## src/rtl/uart_tx_fifo.sv

```systemverilog
// UART transmit stage: a small byte FIFO feeding an 8N1 serializer on an idle-high line.
// tx is registered; tx_busy/tx_idle/fifo_level decode directly from registered state.
module uart_tx_fifo #(
  parameter int CLKS_PER_BIT = 104,
  parameter int FIFO_DEPTH   = 4
) (
  input  logic                          clk,
  input  logic                          rst,
  input  logic                          send,
  input  logic [31:0]                   data_in,
  output logic                          tx,
  output logic                          tx_busy,
  output logic                          tx_idle,
  output logic [$clog2(FIFO_DEPTH):0]   fifo_level,
  output logic                          overflow
);

  localparam int          AW       = $clog2(FIFO_DEPTH);
  localparam logic [AW:0] PTR_ONE  = (AW + 1)'(1);
  localparam logic [15:0] BIT_LAST = 16'(CLKS_PER_BIT - 1);

  typedef enum logic [1:0] {
    ST_IDLE  = 2'd0,
    ST_START = 2'd1,
    ST_DATA  = 2'd2,
    ST_STOP  = 2'd3
  } state_e;

  state_e      state_q, state_d;
  logic [AW:0] wr_ptr_q, wr_ptr_d;
  logic [AW:0] rd_ptr_q, rd_ptr_d;
  logic [7:0]  mem_q [FIFO_DEPTH];
  logic [7:0]  mem_d [FIFO_DEPTH];
  logic [7:0]  shift_q, shift_d;
  logic [15:0] cnt_q, cnt_d;
  logic [2:0]  bit_idx_q, bit_idx_d;
  logic        tx_q, tx_d;
  logic        overflow_q, overflow_d;
  logic        full_s, empty_s, push_s, pop_s, bit_done_s;
  logic        unused_upper_s;

  assign full_s     = (wr_ptr_q[AW] != rd_ptr_q[AW]) && (wr_ptr_q[AW-1:0] == rd_ptr_q[AW-1:0]);
  assign empty_s    = (wr_ptr_q == rd_ptr_q);
  assign bit_done_s = (cnt_q == BIT_LAST);
  // A send while full is dropped even if the serializer pops on the same edge.
  assign push_s     = send && !full_s;

  assign tx             = tx_q;
  assign tx_busy        = full_s;
  assign tx_idle        = empty_s && (state_q == ST_IDLE);
  assign fifo_level     = wr_ptr_q - rd_ptr_q;
  assign overflow       = overflow_q;
  assign unused_upper_s = ^data_in[31:8];

  // FIFO write side, pointer updates and sticky overflow
  always_comb begin
    mem_d      = mem_q;
    wr_ptr_d   = wr_ptr_q;
    rd_ptr_d   = rd_ptr_q;
    overflow_d = overflow_q;
    if (push_s) begin
      mem_d[wr_ptr_q[AW-1:0]] = data_in[7:0];
      wr_ptr_d                = wr_ptr_q + PTR_ONE;
    end else begin
      wr_ptr_d = wr_ptr_q;
    end
    if (pop_s) begin
      rd_ptr_d = rd_ptr_q + PTR_ONE;
    end else begin
      rd_ptr_d = rd_ptr_q;
    end
    if (send && full_s) begin
      overflow_d = 1'b1;
    end else begin
      overflow_d = overflow_q;
    end
  end

  // Serializer next-state, baud counter, shift register and next line level
  always_comb begin
    state_d   = state_q;
    cnt_d     = cnt_q;
    bit_idx_d = bit_idx_q;
    shift_d   = shift_q;
    pop_s     = 1'b0;
    tx_d      = 1'b1;
    case (state_q)
      ST_IDLE: begin
        cnt_d = 16'd0;
        if (!empty_s) begin
          pop_s   = 1'b1;
          shift_d = mem_q[rd_ptr_q[AW-1:0]];
          state_d = ST_START;
        end else begin
          state_d = ST_IDLE;
        end
      end
      ST_START: begin
        if (bit_done_s) begin
          cnt_d     = 16'd0;
          bit_idx_d = 3'd0;
          state_d   = ST_DATA;
        end else begin
          cnt_d = cnt_q + 16'd1;
        end
      end
      ST_DATA: begin
        if (bit_done_s) begin
          cnt_d     = 16'd0;
          shift_d   = {1'b0, shift_q[7:1]};
          bit_idx_d = bit_idx_q + 3'd1;
          state_d   = (bit_idx_q == 3'd7) ? ST_STOP : ST_DATA;
        end else begin
          cnt_d = cnt_q + 16'd1;
        end
      end
      ST_STOP: begin
        if (bit_done_s) begin
          cnt_d = 16'd0;
          if (!empty_s) begin
            pop_s   = 1'b1;
            shift_d = mem_q[rd_ptr_q[AW-1:0]];
            state_d = ST_START;
          end else begin
            state_d = ST_IDLE;
          end
        end else begin
          cnt_d = cnt_q + 16'd1;
        end
      end
      default: begin
        cnt_d   = 16'd0;
        state_d = ST_IDLE;
      end
    endcase
    // Line level follows the state being entered so tx changes on the same edge.
    case (state_d)
      ST_START: tx_d = 1'b0;
      ST_DATA:  tx_d = shift_d[0];
      default:  tx_d = 1'b1;
    endcase
  end

  // State registers; reset aborts any frame and flushes the queue
  always_ff @(posedge clk or negedge rst) begin
    if (!rst) begin
      state_q    <= ST_IDLE;
      wr_ptr_q   <= '0;
      rd_ptr_q   <= '0;
      shift_q    <= 8'd0;
      cnt_q      <= 16'd0;
      bit_idx_q  <= 3'd0;
      tx_q       <= 1'b1;
      overflow_q <= 1'b0;
      for (int i = 0; i < FIFO_DEPTH; i++) begin
        mem_q[i] <= 8'd0;
      end
    end else begin
      state_q    <= state_d;
      wr_ptr_q   <= wr_ptr_d;
      rd_ptr_q   <= rd_ptr_d;
      shift_q    <= shift_d;
      cnt_q      <= cnt_d;
      bit_idx_q  <= bit_idx_d;
      tx_q       <= tx_d;
      overflow_q <= overflow_d;
      for (int i = 0; i < FIFO_DEPTH; i++) begin
        mem_q[i] <= mem_d[i];
      end
    end
  end

endmodule
```

## config.mk

```make
export PLATFORM = sky130hd
export DESIGN_NAME = uart_tx_fifo
export DESIGN_NICKNAME = d
export VERILOG_FILES = /design/src/rtl/uart_tx_fifo.sv
export SDC_FILE = /design/constraint.sdc
export NUM_CORES = 1
export LEC_CHECK = 0
export ABC_AREA = 1
export CAP_MARGIN = 40
export CORE_UTILIZATION = 38
export CTS_CLUSTER_SIZE = 20
export DETAILED_ROUTE_END_ITERATION = 12
export GPL_ROUTABILITY_DRIVEN = 0
export PLACE_DENSITY = 0.66
export SYNTH_ARGS = -nofsm -noshare
export SYNTH_HDL_FRONTEND = slang
export SYNTH_SLANG_ARGS = --single-unit
```

## constraint.sdc

```tcl
create_clock -name clk -period 1.9 [get_ports clk]
set_input_delay 0.57 -clock clk [delete_from_list [all_inputs] [get_ports clk]]
set_output_delay 0.57 -clock clk [all_outputs]
set_load 0.01 [all_outputs]
```

==> impl_results.html <==
<table>
<tr><th>Metric</th><th>Value</th></tr>
<tr><th colspan="2">Outcome</th></tr>
<tr><td>Run status</td><td>finished with violations</td></tr>
<tr><td>Violated checks</td><td>negative setup slack</td></tr>
<tr><th colspan="2">Worst setup path</th></tr>
<tr><td>Flop2flop setup slack</td><td>90 ps</td></tr>
<tr><td>Critical Path Fanout Max</td><td>2</td></tr>
<tr><td>Data arrival time of the critical path</td><td>between 1500 and 2000 ps</td></tr>
<tr><td>Element type at the critical path end</td><td>output pin</td></tr>
<tr><td>Data required time of the worst path</td><td>1330 ps</td></tr>
<tr><td>Worst reg2reg path startpoint</td><td>wr_ptr_q[1]</td></tr>
<tr><td>Critical Path Start Type</td><td>flop</td></tr>
<tr><td>Setup crit end</td><td>fifo_level[1]</td></tr>
<tr><td>Length in cells of the worst reg-to-reg path</td><td>12</td></tr>
<tr><td>Critical R2R Capture</td><td>mem_q[2]</td></tr>
<tr><td>Class of the most critical setup path</td><td>reg -&gt; out</td></tr>
<tr><td>Origin of the worst setup path</td><td>wr_ptr_q[1]</td></tr>
<tr><th colspan="2">STA</th></tr>
<tr><td>Number of endpoints failing setup at the final stage</td><td>4</td></tr>
<tr><td>Slew margin rel.</td><td>68.74%</td></tr>
<tr><td>Number of pins with negative max-slew slack in the final report</td><td>0</td></tr>
<tr><td>RSZ-0062 raised after global routing</td><td>true</td></tr>
<tr><td>Max Clk Rate</td><td>0.4596 GHz</td></tr>
<tr><td>Post-layout minimum cycle time</td><td>2176 ps</td></tr>
<tr><td>Worst-case hold slack</td><td>226.5 ps</td></tr>
<tr><td>Hold Vio Cnt, Final</td><td>0</td></tr>
<tr><td>Clock Skew</td><td>11.59 ps</td></tr>
<tr><td>Worst path setup slack after routing</td><td>-275.6 ps</td></tr>
<tr><td>Measured slew at the worst slew-check pin</td><td>468.9 ps</td></tr>
<tr><td>Period utilization</td><td>114.5%</td></tr>
<tr><th colspan="2">Synthesis</th></tr>
<tr><td>Most common cell in the synthesized netlist</td><td>nand2_1</td></tr>
<tr><td>Distinct cells, synth</td><td>43</td></tr>
<tr><td>Share of the synthesized area in the top cell type</td><td>44.91%</td></tr>
<tr><td>Synthesized cell area</td><td>between 3000 and 4000 um2</td></tr>
<tr><td>Post-Syn Nets</td><td>518</td></tr>
<tr><td>Cell type with the largest total area after synthesis</td><td>dfrtp_1</td></tr>
<tr><td>Area contributors post-synth</td><td>dfrtp_1 45%, nand2_1 13%, ha_1 5.3%</td></tr>
<tr><td>Yosys warning count</td><td>0</td></tr>
<tr><td>Number of instances in the synthesized netlist</td><td>~470</td></tr>
<tr><td>Avg Synthesized Cell Area</td><td>8.130 um2</td></tr>
<tr><td>FFs w/ async S/R, synth</td><td>between 90% and 100%</td></tr>
<tr><td>Register area share after synthesis</td><td>45.61%</td></tr>
<tr><td>Post-synth EDFFs</td><td>0</td></tr>
<tr><td>Register bit total from synthesis</td><td>69</td></tr>
<tr><td>Primary FF master, synth</td><td>dfrtp_1</td></tr>
<tr><td>Most frequent cells after synthesis</td><td>136 x nand2_1, 68 x dfrtp_1, 50 x nor2_1</td></tr>
<tr><th colspan="2">Routing</th></tr>
<tr><td>Remaining antenna violation count</td><td>0</td></tr>
<tr><td>Drt initial violations</td><td>136</td></tr>
<tr><td>Routed wire length</td><td>8280 um</td></tr>
<tr><td>Drt wl/cell</td><td>12.55 um</td></tr>
<tr><td>Routed via count</td><td>about 3100</td></tr>
<tr><td>Post-detailed-route via-to-cell ratio</td><td>~4.8</td></tr>
<tr><td>Number of remaining DRC errors</td><td>0</td></tr>
<tr><td>Detailed-router iteration count before antenna repair</td><td>5</td></tr>
<tr><th colspan="2">Final layout</th></tr>
<tr><td>Area Overhead vs Synth</td><td>22.59%</td></tr>
<tr><td>Final-layout fill cell count</td><td>950</td></tr>
<tr><td>Fraction of the core area covered by cells at the end of the flow</td><td>47.74%</td></tr>
<tr><td>Antenna diode count</td><td>0</td></tr>
<tr><td>Multi-input gate area in the final layout</td><td>1872 um2</td></tr>
<tr><td>Register Area</td><td>~1700 um2</td></tr>
<tr><td>Share of post-route cells with drive strength above 1</td><td>20.49%</td></tr>
<tr><td>Final Net Count</td><td>574</td></tr>
<tr><th colspan="2">Placed design</th></tr>
<tr><td>Half-perimeter wire length after detailed placement</td><td>5656 um</td></tr>
<tr><td>Port Buffer Count</td><td>17</td></tr>
<tr><td>Worst setup slack after placement</td><td>-387.9 ps</td></tr>
<tr><th colspan="2">Clock network</th></tr>
<tr><td>CTS sink cnt</td><td>69</td></tr>
<tr><td>Clock-pin slew on the worst setup and hold paths</td><td>80 ps</td></tr>
<tr><td>Count of hold buffers inserted by post-cts repair</td><td>0</td></tr>
<tr><td>TritonCTS clock tree</td><td>built</td></tr>
<tr><td>Clock latency on the worst-skew pair</td><td>350 ps</td></tr>
<tr><td>Deepest level of the CTS H-tree</td><td>3</td></tr>
<tr><td>Clock buffer count from CTS</td><td>9</td></tr>
<tr><td>Root cell of the clock tree</td><td>clkbuf_8</td></tr>
<tr><td>Buffer depth of the longest clock path</td><td>2</td></tr>
<tr><th colspan="2">GRT</th></tr>
<tr><td>First-pass GRT wire length</td><td>14350 um</td></tr>
<tr><td>Global-route usage over all layers</td><td>17.55%</td></tr>
<tr><td>Via count of the first global-routing pass</td><td>roughly 3100</td></tr>
<tr><td>Pin count of the biggest net entering global routing</td><td>70</td></tr>
<tr><td>Number of antenna violations at the first check in global routing</td><td>0</td></tr>
<tr><td>GRT Residual Overflow</td><td>0</td></tr>
<tr><th colspan="2">Floorplanning</th></tr>
<tr><td>Total die area</td><td>10370 um2</td></tr>
<tr><td>Y dimension of the die</td><td>101.9 um</td></tr>
<tr><td>Initial core utilization</td><td>38.94%</td></tr>
<tr><td>Standard-cell row count</td><td>36</td></tr>
<tr><td>Die Span X</td><td>101.9 um</td></tr>
<tr><td>Top-level port count</td><td>42</td></tr>
<tr><td>Area of the core region</td><td>a little under 10000 um2</td></tr>
<tr><th colspan="2">Pwr</th></tr>
<tr><td>Static power due to leakage</td><td>2.260 nW</td></tr>
<tr><td>Power Dens Cells</td><td>about 1500 nW/um2</td></tr>
<tr><td>Post-layout power</td><td>7.196 mW</td></tr>
<tr><td>Peak ir drop on the vdd network</td><td>0.0008728 V</td></tr>
<tr><th colspan="2">Hold path</th></tr>
<tr><td>Worst min-delay path class</td><td>in -&gt; async</td></tr>
<tr><th colspan="2">Run</th></tr>
<tr><td>Max-capacitance violation count</td><td>0</td></tr>
</table>
routing by layer:
metal / wire (um) / track usage, % / vias to the layer above
met5: 0 / 0 / -
met4: 178 / 6.593 / 0
met3: 233 / 3.010 / 16
met2: 3863 / 29.21 / 51
met1: 4004 / 22.99 / 1480
li1: - / - / 1602
stage by stage:
step	std cells	setup TNS, ps	instance area [um2]
6_report	660	-914.8	4644
2_1_floorplan	466	0	3800
4_1_cts	655	-952.9	4554
3_3_place_gp	634	-1146	4282
5_1_grt	660	-1173	4644
3_5_place_dp	634	-1426	4282
cell usage in the layout, fill, tap and decap left out, drive strengths merged, types with 9 or more instances in the layout:
cell type,count
nand2,143
dfrtp,68
nor2,61
inv,52
o21ai,43
buf,42
nand3,21
ha,16
clkdlybuf4s50,10
clkbuf,9
registers in the layout (all words and copies together), names as in the netlist:
name and flops:
mem_q 32, cnt_q 16, shift_q 8, bit_idx_q 3, rd_ptr_q 3, wr_ptr_q 3, state_q 2, overflow 1
tx 1
cells by family (layout without fill, tap and decap cells):
group	count (synthesis)	after routing	synth area share (%)
compound gates	75	75	11.72
simple gates	238	238	27.97
flops	69	69	45.61
mux	1	1	0.2642
buf+inv	58	119	6.770
xor+xnor	8	8	1.849
fa+ha+maj	17	17	5.812
worst min-delay path by stage:
stage,from,cells past startpoint,slack (ps),end
finish,rst,2,230,cnt_q[8]
global route,rst,2,250,cnt_q[7]
CTS,rst,2,250,cnt_q[8]
detailed placement,overflow,1,450,overflow
global placement,overflow,1,440,overflow
floorplan,rst,0,270,bit_idx_q[0]
what timing repair did:
action,4_1_cts,5_1_grt
buffers inserted,5,5
pin swaps,2,2
gates resized for setup,32,15
setup endpoints to repair,10,24
gates cloned,0,0
final cells by class:
type	instances	area share, %
Tap cell	133	3.583
Clock inverter	7	1.724
Inverter	50	4.149
Clock buffer	9	2.667
Timing Repair Buffer	53	10.34
Multi-Input combinational cell	339	40.30
Sequential cell	69	37.23
critical path: stages, from the launching register on:
cell     delay [ps]
dfrtp_1         380
buf_4           110
inv_1            60
fa_2            560
inv_1            30
buf_2           120
power by group:
group	leakage, nW	switching (mW)	internal (mW)
clock	0.0973	0.635	0.625
combinational	1.29	2.00	1.67
sequential	0.874	0.280	1.98
Power figures use the tool's default switching activity.
